## config.mk

```make
export PLATFORM = sky130hd
export DESIGN_NAME = systolic_operand_feeder
export DESIGN_NICKNAME = d
export VERILOG_FILES = /design/src/rtl/systolic_operand_feeder.sv
export SDC_FILE = /design/constraint.sdc
export NUM_CORES = 1
export LEC_CHECK = 0
export ABC_AREA = 1
export CAP_MARGIN = 20
export CORE_ASPECT_RATIO = 1.4
export CORE_UTILIZATION = 46
export CTS_CLUSTER_DIAMETER = 200
export DETAILED_ROUTE_END_ITERATION = 12
export GPL_TIMING_DRIVEN = 0
export PLACE_DENSITY = 0.82
export SYNTH_ARGS = -nofsm -noshare
export SYNTH_HDL_FRONTEND = slang
export SYNTH_SLANG_ARGS = --single-unit
```

## constraint.sdc

```tcl
create_clock -name clk -period 7 [get_ports clk]
set_input_delay 1.05 -clock clk [delete_from_list [all_inputs] [get_ports clk]]
set_output_delay 1.05 -clock clk [all_outputs]
set_load 0.02 [all_outputs]
```

## src/rtl/systolic_operand_feeder.sv

```systemverilog
// Streams K operand words from the A/B global buffers into a 4x4 PE array,
// skewing lane r by r cycles so each PE sees its operands in wavefront order.
module systolic_operand_feeder #(
  parameter int DW    = 8,
  parameter int WW    = 32,
  parameter int IW    = 8,
  parameter int LANES = 4
) (
  input  logic          clk,
  input  logic          rst,
  input  logic          start,
  input  logic [3:0]    k_len,
  input  logic [IW-1:0] base_a,
  input  logic [IW-1:0] base_b,
  output logic [IW-1:0] idx_a,
  output logic [IW-1:0] idx_b,
  input  logic [WW-1:0] rdata_a,
  input  logic [WW-1:0] rdata_b,
  output logic [WW-1:0] a_skew,
  output logic [WW-1:0] b_skew,
  output logic [3:0]    lane_vld,
  output logic          busy,
  output logic          done
);

  typedef enum logic [1:0] {IDLE, READ, DRAIN, FIN} state_t;

  state_t        state_reg, state_next;
  logic [3:0]    t_reg, t_next;
  logic [3:0]    k_reg, k_next;
  logic [IW-1:0] idx_a_reg, idx_a_next;
  logic [IW-1:0] idx_b_reg, idx_b_next;
  logic          busy_reg, busy_next;
  logic          done_reg, done_next;
  logic          rd_vld_reg;
  logic [LANES-1:0] vld_reg;

  always_ff @(posedge clk or posedge rst) begin
    if (rst) begin
      state_reg  <= IDLE;
      t_reg      <= '0;
      k_reg      <= '0;
      idx_a_reg  <= '0;
      idx_b_reg  <= '0;
      busy_reg   <= 1'b0;
      done_reg   <= 1'b0;
      rd_vld_reg <= 1'b0;
      vld_reg    <= '0;
    end else begin
      state_reg  <= state_next;
      t_reg      <= t_next;
      k_reg      <= k_next;
      idx_a_reg  <= idx_a_next;
      idx_b_reg  <= idx_b_next;
      busy_reg   <= busy_next;
      done_reg   <= done_next;
      // Buffer data is valid one cycle after an index issued in READ.
      rd_vld_reg <= (state_reg == READ);
      vld_reg    <= {vld_reg[LANES-2:0], rd_vld_reg};
    end
  end

  always_comb begin
    state_next = state_reg;
    t_next     = t_reg;
    k_next     = k_reg;
    idx_a_next = idx_a_reg;
    idx_b_next = idx_b_reg;
    busy_next  = busy_reg;
    done_next  = 1'b0;
    unique case (state_reg)
      IDLE: begin
        // done is still high in the first IDLE cycle; a start there is dropped.
        if (start && !done_reg) begin
          busy_next = 1'b1;
          k_next    = k_len;
          t_next    = '0;
          if (k_len != 4'd0) begin
            state_next = READ;
            idx_a_next = base_a;
            idx_b_next = base_b;
          end else begin
            state_next = FIN;
          end
        end
      end
      READ: begin
        if (t_reg == k_reg - 4'd1) begin
          state_next = DRAIN;
          t_next     = '0;
        end else begin
          t_next     = t_reg + 4'd1;
          idx_a_next = idx_a_reg + 1'b1;
          idx_b_next = idx_b_reg + 1'b1;
        end
      end
      DRAIN: begin
        // Four cycles: capture stage plus three skew stages of lane 3.
        if (t_reg == 4'd3) begin
          state_next = FIN;
          t_next     = '0;
        end else begin
          t_next = t_reg + 4'd1;
        end
      end
      FIN: begin
        done_next  = 1'b1;
        busy_next  = 1'b0;
        state_next = IDLE;
      end
      default: state_next = IDLE;
    endcase
  end

  generate
    for (genvar gi = 0; gi < LANES; gi++) begin : g_lane
      localparam int HI = WW - 1 - gi * DW;
      logic [DW-1:0] a_dl [0:gi];
      logic [DW-1:0] b_dl [0:gi];

      always_ff @(posedge clk or posedge rst) begin
        if (rst) begin
          for (int s = 0; s <= gi; s++) begin
            a_dl[s] <= '0;
            b_dl[s] <= '0;
          end
        end else begin
          // Invalid cycles inject zeros so idle lanes feed +0 to the PEs.
          a_dl[0] <= rd_vld_reg ? rdata_a[HI -: DW] : '0;
          b_dl[0] <= rd_vld_reg ? rdata_b[HI -: DW] : '0;
          for (int s = 1; s <= gi; s++) begin
            a_dl[s] <= a_dl[s-1];
            b_dl[s] <= b_dl[s-1];
          end
        end
      end

      assign a_skew[HI -: DW] = a_dl[gi];
      assign b_skew[HI -: DW] = b_dl[gi];
    end
  endgenerate

  assign idx_a    = idx_a_reg;
  assign idx_b    = idx_b_reg;
  assign lane_vld = vld_reg;
  assign busy     = busy_reg;
  assign done     = done_reg;

endmodule

```

==> flow_summary.json <==
{
  "status": "finished clean",
  "core_sq_um": 14570,
  "slew_headroom_pct": 62.25,
  "ys_types": 28,
  "syn_to_final_growth_pct": 37.93,
  "antenna_found_initial": 0,
  "grt-ovfl-total": 0,
  "crit_buf_inv": 1,
  "layout_commonest_cell": "dfrtp_1",
  "cp_num_cells": 1,
  "grt_pass1_vias": 4618,
  "syn_inst": 608,
  "fmax_mhz": 384.2,
  "drc": 0,
  "reg_top3": "g_lane.a_dl (56), g_lane.b_dl (56)",
  "worstPathRequired_ps": 5950,
  "yosys-top-cells-area": "dfrtp_1 70%, nand2_1 7.7%, buf_4 5.2%",
  "wirelength_microns": 13700,
  "wl_per_cell_microns": 13.68,
  "htreeDepth": 4,
  "hold_ws_ps": 340.8,
  "yosysWarnings": 0,
  "cts_tree": "done",
  "wl_met2_microns": 7473,
  "ys_seq_elements": 193,
  "drtPass1Iterations": 4,
  "rr_endpoint": "idx_a[7]",
  "synth_area_per_cell_sq_um": 11.42,
  "report.final.hold_viol_count": 0,
  "wl_met3_microns": 439,
  "r2r_cells": 10,
  "fin_crit_sh_pct": 37.18,
  "drt_iter0_drc": 153,
  "cts-root-buf": "clkbuf_16",
  "grt_setup_unrepaired": "false",
  "maxSlewViolCount": 0,
  "syn-cell-area_sq_um": 6943,
  "ant_nets": 0,
  "nets": 896,
  "grt_usage_pct": 18.98,
  "die_y_microns": 147.4,
  "startpoint": "idx_a[5]",
  "worstPathCellList": "clkdlybuf4s50_1",
  "hp-class": "flip-flop to flip-flop",
  "final_cell_mix": "193 x dfrtp_1, 172 x clkdlybuf4s50_1, 142 x nand2_1, 90 x inv_1, 48 x buf_4",
  "cp-end-kind": "output pin",
  "holdBufCountCts": 0,
  "fin_skew_ps": 12.86,
  "drive_gt1_share_pct": 14.02,
  "setup_viol": 0,
  "crit_type": "flip-flop to output pin",
  "start_util_pct": 47.64,
  "leakagePower_nw": 5.147,
  "clockBufferDepth": 2,
  "critPathLaunchType": "flip-flop",
  "crit_fanout": 7,
  "wl_met1_microns": 5360,
  "insertion_delay_ps": 410,
  "num_rows": 52,
  "numCtsBuffers": 17,
  "fillers": 1098,
  "crit_end": "idx_a[5]",
  "slowest_stage": "clkdlybuf4s50_1",
  "syn_nets": 704,
  "ir_drop_v": 0.0002484,
  "cp_top_family": "buffers and inverters",
  "ctsResizeCount": 0,
  "io_pins": 173,
  "chipWidth_microns": 105.8,
  "routed.top_layer": "met4",
  "gp_congestion": 0.7997,
  "tightestPinTransition_ps": 566.3,
  "powerDensity_nw_per_um2": 408.0,
  "diodes": 0,
  "post-synth-top-area-cell": "dfrtp_1",
  "grt_max_degree": 120,
  "dp_slack_ps": 4382,
  "r2r-start": "state_reg[0]",
  "cts_sinks": 193,
  "ys_seq_area_share_pct": 69.56,
  "rrSetupSlack_ps": 5130,
  "utilization_pct": 65.71,
  "port_buffers": 172,
  "period_minus_slack_ps": 2603,
  "die-area_sq_um": 15600,
  "drt-vias-per-instance": 4.455,
  "critPathMaxStageDelay_ps": 690,
  "grt_pass1_wl_microns": 22450,
  "dp_hpwl_microns": 9758,
  "clk_pin_slew_ps": 80,
  "worstHoldPathCells": 0,
  "arrival_ps": 1550,
  "setup_ws_ps": 4397,
  "cts.repair_timing.setup_buffer_count": 0,
  "yosys.area.top_type_share_pct": 69.56,
  "cap_violations": 0,
  "vias": 4464
}
Yosys cell counts, drive strengths merged:
library cell,number
o21bai,2
a2bb2oi,1
inv,94
or2,3
xor2,8
nor2,7
nand3,41
mux2i,2
nand2,159
a21oi,2
a21o,4
o21ai,14
dfrtp,193
nand4,5
xnor2,1
buf,53
ha,9
clkbuf,10
cell type report:
type | instances | area, sq um | area share, %
clock buffers | 17 | 425.4 | 4.442
multi-input cells | 258 | 1316 | 13.74
clock inverters | 15 | 215.2 | 2.247
inverters | 94 | 360.3 | 3.763
repair buffers | 173 | 1749 | 18.26
well taps | 189 | 236.5 | 2.469
plain buffers | 63 | 444.2 | 4.638
flip-flops and latches | 193 | 4830 | 50.43
worst min-delay path by stage:
stage,start,to
6_report,g_lane[3].a_dl[9],a_skew[1]
5_1_grt,g_lane[2].b_dl[13],b_skew[13]
4_1_cts,g_lane[3].b_dl[31],g_lane[3].b_dl[23]
3_5_place_dp,g_lane[1].a_dl[8],a_skew[16]
3_3_place_gp,g_lane[1].b_dl[10],b_skew[18]
2_1_floorplan,g_lane[3].a_dl[8],a_skew[0]
stage by stage:
stage / power [W] / std cells / setup TNS, ps / area (sq um)
after floorplan: 0.002394 / 608 / 0 / 6943
after global placement: 0.002874 / 969 / -271460 / 8901
after detailed placement: 0.002931 / 970 / 0 / 8936
after CTS: 0.003958 / 1002 / 0 / 9577
after global routing: 0.004145 / 1002 / 0 / 9577
final: 0.003907 / 1002 / 0 / 9577
cell families (layout without fill, tap and decap cells):
group | count (synthesis) | count (layout) | share of synthesized area [%]
buffers and inverters | 157 | 362 | 11.48
xor gates and xnor gates | 9 | 9 | 1.135
and+or+nand+nor | 215 | 215 | 13.82
AOI/OAI and AO/OA | 23 | 23 | 2.090
adders and majority gates | 9 | 9 | 1.622
muxes | 2 | 2 | 0.2884
DFF | 193 | 193 | 69.56
power by group:
group          total [W]  internal [W]  leakage [nW]  switching, W
logic            0.00133      0.000604          2.29      0.000722
registers        0.00157       0.00142          2.54      0.000152
clock network    0.00101      0.000530         0.310      0.000482
total            0.00391       0.00255          5.15       0.00136
per-layer routing:
layer  track usage, %  vias to the layer above
li1                 -                     2162
met1            21.48                     2156
met2            34.35                      118
met3            3.594                       28
met4            8.750                        0
met5                0                        -
(Power assumes the default switching activity.)
